$ cat src/rtl/stage_link.sv
// stage_link: DEPTH-entry valid/ready FIFO carrying the write-back bundle between pipeline
// stages, with synchronous flush and a youngest-match register-forwarding lookup.
module stage_link #(
    parameter int  ADDR_WIDTH = 5,
    parameter int  DATA_WIDTH = 32,
    parameter int  DEPTH      = 2,
    localparam int CNT_W      = $clog2(DEPTH + 1)
) (
    input  logic                  clk,
    input  logic                  rst,
    input  logic                  flush,
    input  logic                  in_valid,
    output logic                  in_ready,
    input  logic                  in_regW,
    input  logic [ADDR_WIDTH-1:0] in_regAddr,
    input  logic [DATA_WIDTH-1:0] in_regData,
    output logic                  out_valid,
    input  logic                  out_ready,
    output logic                  out_regW,
    output logic [ADDR_WIDTH-1:0] out_regAddr,
    output logic [DATA_WIDTH-1:0] out_regData,
    input  logic [ADDR_WIDTH-1:0] fwd_addr,
    output logic                  fwd_hit,
    output logic [DATA_WIDTH-1:0] fwd_data,
    output logic [CNT_W-1:0]      count
);
    localparam int PTR_W = $clog2(DEPTH);

    // Handshake: a bundle moves on a rising edge where valid and ready are both high.
    // in_ready looks only at registered occupancy, so a full buffer refuses a push even
    // in a cycle where its head is being popped; the freed slot is offered next cycle.
    logic                  push;
    logic                  pop;
    logic [PTR_W-1:0]      rdPtr;
    logic [PTR_W-1:0]      wrPtr;
    logic [PTR_W-1:0]      fwdIdx;
    logic                  memRegW    [DEPTH];
    logic [ADDR_WIDTH-1:0] memRegAddr [DEPTH];
    logic [DATA_WIDTH-1:0] memRegData [DEPTH];

    assign in_ready  = (count < CNT_W'(DEPTH));
    assign out_valid = (count != '0);
    assign push      = in_valid & in_ready;
    assign pop       = out_valid & out_ready;

    assign out_regW    = out_valid ? memRegW[rdPtr]    : 1'b0;
    assign out_regAddr = out_valid ? memRegAddr[rdPtr] : '0;
    assign out_regData = out_valid ? memRegData[rdPtr] : '0;

    always_ff @(posedge clk) begin
        if (rst || flush) begin
            count <= '0;
            rdPtr <= '0;
            wrPtr <= '0;
        end else begin
            if (push) begin
                wrPtr <= wrPtr + PTR_W'(1);
            end
            if (pop) begin
                rdPtr <= rdPtr + PTR_W'(1);
            end
            if (push && !pop) begin
                count <= count + CNT_W'(1);
            end else if (pop && !push) begin
                count <= count - CNT_W'(1);
            end
        end
    end

    // Payload storage is left unreset; occupancy alone decides what is visible.
    always_ff @(posedge clk) begin
        if (push && !rst && !flush) begin
            memRegW[wrPtr]    <= in_regW;
            memRegAddr[wrPtr] <= in_regAddr;
            memRegData[wrPtr] <= in_regData;
        end
    end

    // Walk entries oldest to youngest so the last match wins; address 0 never forwards.
    always_comb begin
        fwd_hit  = 1'b0;
        fwd_data = '0;
        fwdIdx   = '0;
        for (int i = 0; i < DEPTH; i++) begin
            fwdIdx = rdPtr + PTR_W'(i);
            if ((CNT_W'(i) < count) && memRegW[fwdIdx] &&
                (memRegAddr[fwdIdx] == fwd_addr) && (fwd_addr != '0)) begin
                fwd_hit  = 1'b1;
                fwd_data = memRegData[fwdIdx];
            end
        end
    end
endmodule

$ cat config.mk
export PLATFORM = sky130hd
export DESIGN_NAME = stage_link
export DESIGN_NICKNAME = d
export VERILOG_FILES = /design/src/rtl/stage_link.sv
export SDC_FILE = /design/constraint.sdc
export NUM_CORES = 1
export LEC_CHECK = 0
export BUFFER_PORTS_ARGS = -buffer_cell sky130_fd_sc_hd__buf_2
export CORE_MARGIN = 2
export CORE_UTILIZATION = 56
export CTS_CLUSTER_DIAMETER = 50
export DETAILED_ROUTE_END_ITERATION = 10
export PLACE_DENSITY_LB_ADDON = 0.08
export SKIP_LAST_GASP = 1
export SLEW_MARGIN = 40
export SYNTH_ARGS = -nofsm -noshare
export SYNTH_HDL_FRONTEND = slang
export SYNTH_SLANG_ARGS = --single-unit
$ cat constraint.sdc
create_clock -name clk -period 4.1 [get_ports clk]
set_clock_uncertainty 0.1 [all_clocks]
set_input_delay 0.41 -clock clk [delete_from_list [all_inputs] [get_ports clk]]
set_output_delay 0.41 -clock clk [all_outputs]
set_load 0.05 [all_outputs]
==> After elaboration in Yosys (flattened, before gate mapping) <==
Memories as Yosys holds them, arrays and structs flattened. A register that Yosys moved wholly into a read port is not among the register bits.
Cells that the tools add are included.
{ "classes": {"addsub": 4, "multipliers": 0, "n_div": 0, "magnitude_cmp": 3, "n_eq_ne": 2, "shifts": 0, "n_mux": 17, "n_bitwise": 2, "n_reduce_logical": 18} }
{ "ops": {"columns": ["op", "n"], "rows": [
  ["32-bit 2-to-1 mux", 3],
  ["1-bit 2-to-1 mux", 11],
  ["5-bit == test", 2],
  ["1-bit logical AND", 10],
  ["5-bit 2-to-1 mux", 1],
  ["5-bit nonzero test", 1],
  ["1-bit zero test", 4],
  ["1-bit by 2-bit less-than comparator with 1-bit output, first input constant", 2],
  ["2-bit 2-to-1 mux", 2],
  ["2-bit nonzero test", 2],
  ["1-bit adder, second input constant", 2],
  ["2-bit by 1-bit adder with 2-bit output, second input constant", 1],
  ["1-bit AND", 2],
  ["2-bit less-than comparator, second input constant", 1],
  ["2-bit by 1-bit subtractor with 2-bit output, second input constant", 1],
  ["1-bit logical OR", 1]
]} }
{ "word_totals": {"reg_bits": 4, "latch_bits": 0, "mem_bits_rw": 76, "mem_bits_ro": 0, "in_bits": 48, "word_cells": 52, "mem_count": 3} }
{ "mem_list": {"columns": ["memory", "depth", "word_bits", "read_ports", "rd_clocked_by_memory_dff", "wr", "line_no", "text"], "rows": [
  ["memRegData", 2, 32, 2, 1, 1, "39", "logic [DATA_WIDTH-1:0] memRegData [DEPTH];"],
  ["memRegAddr", 2, 5, 2, 1, 1, "38", "logic [ADDR_WIDTH-1:0] memRegAddr [DEPTH];"],
  ["memRegW", 2, 1, 2, 1, 1, "37", "logic memRegW [DEPTH];"]
]} }

==> Longest topological paths before layout <==
Gate-level depths: netlist of run 1.
{ "logic_depth": {"word_depth": 6, "ltp_mapped": 10, "depth_no_buf": 9} }

==> Least setup slack after synthesis of run 1 <==
Ideal clock, no wire load.
{ "synth_timing": {"path_type": "reg-to-output", "startpoint": "register count[1]", "endpoint": "output port fwd_data[19]", "arrival_ns": 3.576, "required_ns": 3.590, "slack_ns": 0.014, "path_stages_with_launch": 9, "n_path_buf": 2, "cell_sequence": "dfxtp_1 inv_1 ha_1 nor2_1 and4_1 clkbuf_1 buf_2 nand4_1 mux2i_1"} }
{ "synth_between": {"elab_chain_len": 6} }
{ "synth_rtl": {"columns": ["item", "line_no", "text"], "rows": [
  ["from (decl)", "25", "output logic [CNT_W-1:0] count"],
  ["from (signal assigned)", "63", "count <= count + CNT_W'(1);"],
  ["from (signal assigned)", "65", "count <= count - CNT_W'(1);"],
  ["1-bit by 2-bit less-than comparator with 1-bit output", "86", "if ((CNT_W'(i) < count) && memRegW[fwdIdx] &&"],
  ["1-bit logical AND (2 in series)", "86", null],
  ["1-bit logical AND", "87", "(memRegAddr[fwdIdx] == fwd_addr) && (fwd_addr != '0)) begin"],
  ["32-bit 2-to-1 mux", "86", null],
  ["32-bit 2-to-1 mux (*)", "86", null],
  ["to (decl)", "24", "output logic [DATA_WIDTH-1:0] fwd_data,"]
]} }
Every way passes the cells marked *; elsewhere a longest branch is shown, timed or not.

==> Final worst setup path of run 1 <==
{ "layout_timing": {"startpoint": "register rdPtr", "endpoint": "output port fwd_data[19]"} }
{ "layout_between": {"elab_chain_len": 6} }
{ "layout_rtl": {"columns": ["item", "line_no", "text"], "rows": [
  ["from (decl)", "34", "logic [PTR_W-1:0] rdPtr;"],
  ["from (signal assigned)", "60", "rdPtr <= rdPtr + PTR_W'(1);"],
  ["1-bit adder (*)", "85", "fwdIdx = rdPtr + PTR_W'(i);"],
  ["memory 2 x 5 bit or memory 2 x 1 bit (tied branches)", null, null],
  ["5-bit == test or 1-bit logical AND (tied branches)", "87, 86", null],
  ["1-bit logical AND", "86", null],
  ["1-bit logical AND", "87", null],
  ["32-bit 2-to-1 mux (*)", "86", null]
]} }
Marked as above.

==> results of run 1 <==
stage by stage:
step | instance area (um^2) | power, uW | instances | utilization [%]
floorplan | 4310 | 1210 | 324 | -
global placement | 5000 | 1300 | 530 | 67.8
detailed placement | 5060 | 1310 | 532 | 68.6
CTS | 5270 | 1900 | 548 | 71.5
global route | 5270 | 1950 | 548 | 71.5
finish | 5270 | 1880 | 548 | 71.5
state kept, by name (all words and copies together) (netlist names), named ones only:
register and cells:
wrPtr 1, memRegData 64, count 2, rdPtr 1, memRegAddr 10, memRegW 2
cells in the mapped netlist (all sizes together):
| master | n |
|---|---|
| mux2i | 80 |
| edfxtp | 76 |
| and2 | 28 |
| mux2 | 28 |
| nand3 | 26 |
| buf | 14 |
| nor2 | 14 |
| clkbuf | 8 |
| xor2 | 8 |
| nor3 | 6 |
| xnor2 | 6 |
| dfxtp | 5 |
| inv | 4 |
| nand3b | 4 |
| ha | 3 |
| nand2 | 3 |
| nand4 | 3 |
| a2111oi | 1 |
| a21o | 1 |
| a21oi | 1 |
| and3 | 1 |
| and4 | 1 |
| nor2b | 1 |
| nor3b | 1 |
| nor4 | 1 |
final cells by class:
type,count,area [um^2],area share (%)
well taps,99,124,2.35
multi-input cells,217,1820,34.5
clock buffers,14,195,3.70
repair buffers,131,718,13.6
clock inverters,2,16.3,0.309
flip-flops and latches,81,2380,45.3
inverters,4,15.0,0.285
logic make-up after synthesis:
family / count (synthesis)
buffers and inverters: 26
AO/OA/AOI/OAI: 3
XOR/XNOR: 14
AND/OR/NAND/NOR: 89
flip-flops: 81
multiplexers: 108
adder cells (fa/ha/maj): 3
worst max path at each step:
stage                              end  slack (ns)  depth (start not counted)
after floorplan           fwd_data[19]        0.01                          8
after global placement    fwd_data[19]         1.0                          7
after detailed placement  fwd_data[19]        1.00                          7
after CTS                 fwd_data[19]        0.61                          7
after global routing      fwd_data[24]        0.42                          7
final                     fwd_data[19]        0.64                          7
per-layer routing:
metal | share of wire (%) | track usage [%] | routed length [um] | up-vias
li1 | - | - | - | 1442
met1 | 42 | 29.1 | 4080 | 1478
met2 | 51 | 42.0 | 4970 | 112
met3 | 5.4 | 3.37 | 532 | 17
met4 | 2.2 | 9.20 | 211 | 0
met5 | 0 | 0 | 0 | -
power breakdown:
group,switching (uW),internal (uW),total (uW)
logic,251,104,356
registers,14.8,925,939
clock network,275,313,588
total,541,1340,1880
==> flow_summary_export.csv, run 1 <==
group,metric,value,unit
critical_path,critPathKind,"flop to output port",
yosys,synth_cell_type_count,28,
place,dpl_worst_slack,1.00,ns
die,die_w,91.7,um
grt,grt_pass1_vias,3116,
clocking,cts_tree,"done",
drt,wirelength,9800,um
power,p_per_area,357,mW/mm^2
critical_path,slowest_stage,"dfxtp_2",
yosys,syn_nets,375,
critical_path,startpoint_type,"flop",
clocking,cts_resized,0,
clocking,holdBufCountCts,0,
critical_path,critPathCaptureType,"output port",
timing,worst_pin_slew,0.561,ns
drt,first_pass_iters,4,
yosys,synthCells,324,
yosys,synth_top_area_cell,"edfxtp_1",
timing,setup-violations-final,0,
yosys,synth_top_family_by_area,"multiplexers",
yosys,synth_warnings,0,
clocking,cts_root_buf,"clkbuf_8",
yosys,synth_compound_area_share,0.494,%
timing,slew_headroom,62.6,%
clocking,cts_max_level,3,
clocking,clkTransAtPathRegs,0.09,ns
die,io_pins,123,
critical_path,required,3.59,ns
cells_and_area,layout_common_cells,"122 x buf_2, 80 x mux2i_1, 76 x edfxtp_1",
drt,wire_per_inst,17.9,um
drt,detail-route-antenna-nets,0,
hold_path,min_to,"memRegData[1][23]$_DFFE_PP_",
die,fp.dieH,91.7,um
clocking,clockBufferDepth,2,
die,initial_utilization,58.5,%
yosys,avgSynthCellArea,13.3,um^2
cells_and_area,antenna_cells,0,
timing,rsz0062_at_grt,"false",
power,ir_drop,0.280,mV
timing,timing_hold_violations_final,0,
critical_path,r2r_setup_slack,1.77,ns
cells_and_area,final_nets,495,
timing,drv_slew,0,
critical_path,crit_path_frequent_cell,"mux2i_1",
timing,final.setup.tns,0,ns
clocking,clock_sinks,81,
critical_path,critPathArrivalTime,2.95,ns
drt,vias_per_cell,5.56,
yosys,synth_xor_area_share,2.85,%
yosys,yosysSeqAreaShare,55.3,%
grt,grt_start_max_net_pins,39,
yosys,synth_top_area_share,53.0,%
grt,antenna_found_initial,0,
yosys,yosys-top-cells-area,"edfxtp_1 53%, mux2i_1 19%, mux2_2 7.3%, and2_1 4.1%, nand3_1 3.0%",
drt,vias,3049,
die,die_area,0.00841,mm^2
cells_and_area,drive_above_1_share,40.1,%
hold_path,hold-path-cell-count,1,
die,row_count,31,
yosys,synth-adder-area-share,0.871,%
critical_path,critPathMaxStageDelay,0.69,ns
clocking,clock_latency,0.34,ns
critical_path,critPathMaxFanout,17,
timing,fin_crit,3.46,ns
grt,grt_first_pass_wirelength,15500,um
critical_path,critical-path-top-delay-family,"flip-flops",
die,core_area,0.00737,mm^2
critical_path,cp_num_buf_inv,2,
job,drv_cap,0,
power,power_leakage,0.00199,uW
critical_path,path_cells,"mux2i_1, a2111oi_0, nand4_1, nor3_4, buf_4, mux2i_1, buf_2",
drt,drtIter0Drc,190,
critical_path,reg2reg_from,"count[1]$_SDFFE_PP0P_",
place,io_buffers,122,
yosys,ys_ff_latch,81,
hold_path,min_path_type,"input port to flop",
timing,hold_slack,0.152,ns
cells_and_area,layout-area-overhead-vs-synth,22.3,%
timing,clock.fmax,289,MHz
critical_path,r2r_cells,8,
run_status,status,"finished, final reports clean",
timing,layout_setup_ws,0.644,ns
clocking,cts_buffers,9,
timing,min_period_over_period,84.3,%
yosys,synthSimpleGateAreaFrac,11.6,%
critical_path,worstSetupStartpoint,"rdPtr$_SDFFE_PP0P_",
yosys,synthMuxAreaShare,25.9,%
place,place.gp.congestion,0.799,
cells_and_area,n_fill_cell,573,
yosys,netlist_area,0.00431,mm^2
critical_path,r2r-end,"count[1]$_SDFFE_PP0P_",
grt,grt_overflow,0,
place,dp_hpwl,6610,um
hold_path,hp-start,"in_regData[23]",
clocking,cts_setup_buffers,0,
cells_and_area,final_common_cell,"buf_2",
drt,route.detailed.drc,0,
grt,grt_usage,23.6,%
Power figures use the tool's default switching activity.
==> run 2, diff against run 1 <==
--- a/config.mk
+++ b/config.mk
@@ -7,7 +7,7 @@
 export LEC_CHECK = 0
 export BUFFER_PORTS_ARGS = -buffer_cell sky130_fd_sc_hd__buf_2
 export CORE_MARGIN = 2
-export CORE_UTILIZATION = 56
+export CORE_UTILIZATION = 52
 export CTS_CLUSTER_DIAMETER = 50
 export DETAILED_ROUTE_END_ITERATION = 10
 export PLACE_DENSITY_LB_ADDON = 0.08
==> constraint.sdc (replaced) <==
create_clock -name clk -period 3.55 [get_ports clk]
set_clock_uncertainty 0.1 [all_clocks]
set_input_delay 0.355 -clock clk [delete_from_list [all_inputs] [get_ports clk]]
set_output_delay 0.355 -clock clk [all_outputs]
set_load 0.05 [all_outputs]
==> flow_summary_export.csv, run 2 (synthesis results as in run 1) <==
group,metric,value,unit
drt,vias_per_cell,5.54,
critical_path,critPathArrivalTime,2.78,ns
cells_and_area,n_fill_cell,614,
cells_and_area,drive_above_1_share,47.2,%
clocking,clockBufferDepth,2,
drt,first_pass_iters,7,
cells_and_area,antenna_cells,0,
cells_and_area,largest_register,"memRegData",
drt,route.detailed.drc,0,
clocking,clock_sinks,81,
die,row_count,33,
critical_path,reg2reg_from,"count[1]$_SDFFE_PP0P_",
die,die_w,95.0,um
timing,final.setup.tns,0,ns
grt,grt_first_pass_wirelength,14800,um
run_status,status,"finished, final reports clean",
clocking,clock_latency,0.35,ns
cells_and_area,final_common_cell,"buf_2",
drt,wire_per_inst,17.6,um
clocking,cts_max_level,3,
drt,drtIter0Drc,123,
place,dp_hpwl,6710,um
grt,grt_pass1_vias,2952,
place,place.gp.congestion,0.801,
clocking,holdBufCountCts,0,
hold_path,hold-path-cell-count,1,
drt,wirelength,9750,um
critical_path,critPathMaxFanout,17,
clocking,cts_tree,"done",
cells_and_area,layout_common_cells,"122 x buf_2, 76 x edfxtp_1, 50 x mux2i_1",
critical_path,r2r_setup_slack,1.02,ns
critical_path,critPathKind,"flop to output port",
clocking,cts_resized,0,
place,dpl_worst_slack,0.670,ns
timing,timing_hold_violations_final,0,
hold_path,min_path_type,"input port to flop",
grt,grt_overflow,0,
timing,setup-violations-final,0,
drt,vias,3068,
place,io_buffers,122,
hold_path,min_to,"memRegData[1][21]$_DFFE_PP_",
clocking,cts_root_buf,"clkbuf_8",
timing,layout_setup_ws,0.312,ns
cells_and_area,fin_util,68.6,%
critical_path,r2r_cells,9,
critical_path,required,3.09,ns
cells_and_area,layout-area-overhead-vs-synth,29.5,%
clocking,clkTransAtPathRegs,0.09,ns
grt,antenna_found_initial,1,
die,die_area,0.00903,mm^2
hold_path,hp-start,"in_regData[21]",
critical_path,r2r-end,"count[1]$_SDFFE_PP0P_",
die,core_area,0.00813,mm^2
cells_and_area,largest_reg_flops,64,
clocking,cts_buffers,9,
timing,min_period_over_period,91.2,%
cells_and_area,top_regs,"memRegData (64), memRegAddr (10)",
timing,worst_pin_slew,0.560,ns
job,drv_cap,0,
critical_path,critPathCaptureType,"output port",
die,io_pins,123,
timing,slew_headroom,62.7,%
grt,grt_usage,22.3,%
die,initial_utilization,53.0,%
timing,drv_slew,0,
die,fp.dieH,95.0,um
timing,rsz0062_at_grt,"false",
drt,detail-route-antenna-nets,0,
power,ir_drop,0.293,mV
timing,clock.fmax,309,MHz
grt,grt_start_max_net_pins,39,
timing,fin_crit,3.24,ns
power,p_per_area,396,mW/mm^2
power,power_leakage,0.00208,uW
clocking,cts_setup_buffers,0,
critical_path,startpoint_type,"flop",
timing,hold_slack,0.0815,ns
cells_and_area,final_nets,495,
[run 2: power by group]
group | leakage [uW] | total (uW) | internal (uW) | switching [uW]
clock network | 0.000102 | 715 | 367 | 348
logic | 0.00125 | 413 | 120 | 293
registers | 0.000732 | 1080 | 1070 | 16.2
[run 2: area by class of cell]
class | count | area (um^2) | share of cell area (%)
Multi-Input combinational cell | 217 | 2130 | 38.2
Clock inverter | 5 | 62.6 | 1.12
Sequential cell | 81 | 2380 | 42.7
Timing Repair Buffer | 131 | 703 | 12.6
Tap cell | 105 | 131 | 2.35
Clock buffer | 11 | 151 | 2.71
Inverter | 4 | 15.0 | 0.269
[run 2: through the flow]
step | power (uW) | area [um^2] | cells
3_5_place_dp | 1520 | 5370 | 538
4_1_cts | 2220 | 5580 | 554
2_1_floorplan | 1400 | 4630 | 324
5_1_grt | 2290 | 5580 | 554
6_report | 2210 | 5580 | 554
3_3_place_gp | 1520 | 5360 | 538
[run 2: per-layer routing]
metal,GRT usage [%],wire [um]
met1,27.5,4080
met2,39.2,4910
met3,4.35,610
met4,7.73,148
met5,0,13
[run 2: worst max-delay path by stage]
stage / from / endpoint / slack (ns) / depth (start not counted)
global route: rdPtr$_SDFFE_PP0P_ / fwd_data[28] / 0.14 / 7
detailed placement: rdPtr$_SDFFE_PP0P_ / fwd_data[28] / 0.67 / 7
finish: rdPtr$_SDFFE_PP0P_ / fwd_data[13] / 0.31 / 7
floorplan: count[1]$_SDFFE_PP0P_ / fwd_data[19] / -0.03 / 8
CTS: rdPtr$_SDFFE_PP0P_ / fwd_data[28] / 0.29 / 7
global placement: rdPtr$_SDFFE_PP0P_ / fwd_data[28] / 0.69 / 7
[run 2: critical path, stage by stage (launching register included)]
cell       delay (ns)
dfxtp_2          0.60
mux2i_1          0.12
a2111oi_0        0.39
nand4_1          0.20
nor3_4           0.27
buf_12           0.28
mux2i_4          0.26
buf_2            0.28
==> run 3, diff against run 2 <==
--- a/config.mk
+++ b/config.mk
@@ -11,6 +11,7 @@
 export CTS_CLUSTER_DIAMETER = 50
 export DETAILED_ROUTE_END_ITERATION = 10
 export PLACE_DENSITY_LB_ADDON = 0.08
+export REMOVE_ABC_BUFFERS = 1
 export SKIP_LAST_GASP = 1
 export SLEW_MARGIN = 40
 export SYNTH_ARGS = -nofsm -noshare
==> constraint.sdc (replaced) <==
create_clock -name clk -period 3.4 [get_ports clk]
set_clock_uncertainty 0.1 [all_clocks]
set_input_delay 0.34 -clock clk [delete_from_list [all_inputs] [get_ports clk]]
set_output_delay 0.34 -clock clk [all_outputs]
set_load 0.05 [all_outputs]
==> flow_summary_export.csv, run 3 (synthesis results as in run 1) <==
group,metric,value,unit
timing,slew_headroom,59.5,%
timing,rsz0062_at_grt,"false",
run_status,status,"finished, final reports clean",
cells_and_area,antenna_cells,0,
critical_path,worstSetupStartpoint,"count[1]$_SDFFE_PP0P_",
clocking,holdBufCountCts,0,
grt,grt_first_pass_wirelength,14500,um
critical_path,critPathArrivalTime,2.68,ns
drt,wire_per_inst,16.9,um
die,die_area,0.00903,mm^2
timing,fin_crit,3.12,ns
drt,wirelength,9430,um
clocking,cts_resized,0,
cells_and_area,multi_input_area,0.00181,mm^2
grt,grt_usage,21.7,%
drt,route.detailed.drc,0,
grt,grt_pass1_vias,3006,
timing,clock.fmax,321,MHz
clocking,clock_sinks,81,
grt,grt_start_max_net_pins,39,
critical_path,r2r_setup_slack,1.28,ns
drt,vias,2964,
grt,antenna_found_initial,1,
critical_path,r2r_cells,9,
clocking,clockBufferDepth,2,
clocking,clkTransAtPathRegs,0.08,ns
power,finalPower,2330,uW
timing,layout_setup_ws,0.282,ns
job,drv_cap,0,
timing,setup-violations-final,0,
power,comb_power_share,18.3,%
cells_and_area,top_regs,"memRegData (64), memRegAddr (10)",
clocking,cts_setup_buffers,0,
drt,detail-route-antenna-nets,0,
timing,drv_slew,0,
die,io_pins,123,
power,p_clk_share,33.1,%
clocking,cts_max_level,3,
power,power_leakage,0.00201,uW
hold_path,min_path_type,"input port to flop",
critical_path,critPathCaptureType,"output port",
critical_path,endpoint,"fwd_data[12]",
cells_and_area,layout_common_cells,"122 x buf_2, 80 x mux2i_1, 76 x edfxtp_1",
timing,min_period_over_period,91.7,%
die,core_area,0.00813,mm^2
timing,timing_hold_violations_final,0,
clocking,cts_root_buf,"clkbuf_8",
cells_and_area,layout-area-overhead-vs-synth,22.2,%
cells_and_area,final_common_cell,"buf_2",
grt,grt_overflow,0,
power,ir_drop,0.229,mV
critical_path,required,2.96,ns
critical_path,startpoint_type,"flop",
cells_and_area,n_fill_cell,644,
power,p_int,1670,uW
clocking,cts_buffers,9,
place,io_buffers,122,
cells_and_area,largest_register,"memRegData",
cells_and_area,regArea,0.00238,mm^2
power,swShare,28.1,%
drt,first_pass_iters,4,
power,seq_power_share,48.6,%
critical_path,r2r-end,"count[1]$_SDFFE_PP0P_",
critical_path,path_cells,"inv_1, ha_1, a2111oi_0, nand4_1, nor3_4, buf_4, mux2i_1, buf_2",
place,dp_hpwl,6480,um
cells_and_area,drive_above_1_share,40.5,%
timing,worst_pin_slew,0.608,ns
drt,vias_per_cell,5.32,
critical_path,critPathKind,"flop to output port",
critical_path,critPathMaxFanout,20,
clocking,clock_latency,0.35,ns
critical_path,critPathMaxStageDelay,0.38,ns
place,dpl_worst_slack,0.670,ns
cells_and_area,largest_reg_flops,64,
die,row_count,33,
die,fp.dieH,95.0,um
die,initial_utilization,53.0,%
place,place.gp.congestion,0.762,
drt,drtIter0Drc,92,
critical_path,reg2reg_from,"count[1]$_SDFFE_PP0P_",
critical_path,slowest_stage,"dfxtp_1",
power,p_per_area,442,mW/mm^2
cells_and_area,final_nets,498,
die,die_w,95.0,um
clocking,cts_tree,"done",
power,p_switching,655,uW
-- run 3: cell types whose count changed in the layout (fill, tap and decap cells not counted), moves of 2 or more --
cell        previous run  this run
mux2i_1               50        80
mux2i_4               23         0
mux2i_2                7         0
buf_4                  7        12
buf_12                 2         0
clkinv_2               0         2
clkinvlp_4             2         0
-- run 3: per-stage QoR --
stage / hold WS, ns / setup TNS [ns] / util [%] / instance area [um^2] / instances
finish: 0.0755 / 0 / 64.7 / 5260 / 557
global route: 0.0504 / 0 / 64.7 / 5260 / 557
CTS: 0.0596 / 0 / 64.7 / 5260 / 557
detailed placement: 0.431 / 0 / 62.0 / 5040 / 541
global placement: 0.427 / 0 / 62.0 / 5040 / 541
floorplan: 0.317 / -45.39 / - / 4190 / 302
-- run 3: worst min path at each step --
stage                    from  cells past startpoint                          end
2_1_floorplan             rst                      1           wrPtr$_SDFFE_PP0P_
3_3_place_gp   in_regData[28]                      1  memRegData[0][28]$_DFFE_PP_
3_5_place_dp    in_regAddr[4]                      1   memRegAddr[0][4]$_DFFE_PP_
4_1_cts        in_regData[22]                      1  memRegData[0][22]$_DFFE_PP_
6_report       in_regData[25]                      1  memRegData[0][25]$_DFFE_PP_
5_1_grt        in_regData[22]                      1  memRegData[1][22]$_DFFE_PP_
-- run 3: layer usage --
layer | part of all wire, % | track usage, %
met5 | 0.14 | 0
met4 | 1.1 | 8.82
met3 | 4.7 | 5.14
met2 | 51 | 37.3
met1 | 43 | 26.4
-- run 3: power by group through the flow --
stage / logic (uW) / registers (uW) / clock network, uW
final: 426 / 1130 / 771
after global routing: 453 / 1130 / 826
after CTS: 428 / 1130 / 783
after detailed placement: 427 / 1150 / 0
after global placement: 424 / 1150 / 0
after floorplan: 284 / 1170 / 0
-- run 3: worst max-delay path, delay by kind of cell (launching register included) --
kind | cells | cell delay [ns]
mux | 1 | 0.26
simple gates | 2 | 0.36
flops | 1 | 0.38
compound gates | 1 | 0.36
buf+inv | 3 | 0.75
fa+ha+maj | 1 | 0.19
-- run 3: layout make-up --
class                      count  share of cell area [%]
clock buffer                  11                    2.69
sequential                    81                    45.3
inverter                       4                   0.285
tap                          105                    2.50
clock inverter                 5                    1.50
timing repair buffer         134                    13.3
multi-input combinational    217                    34.4
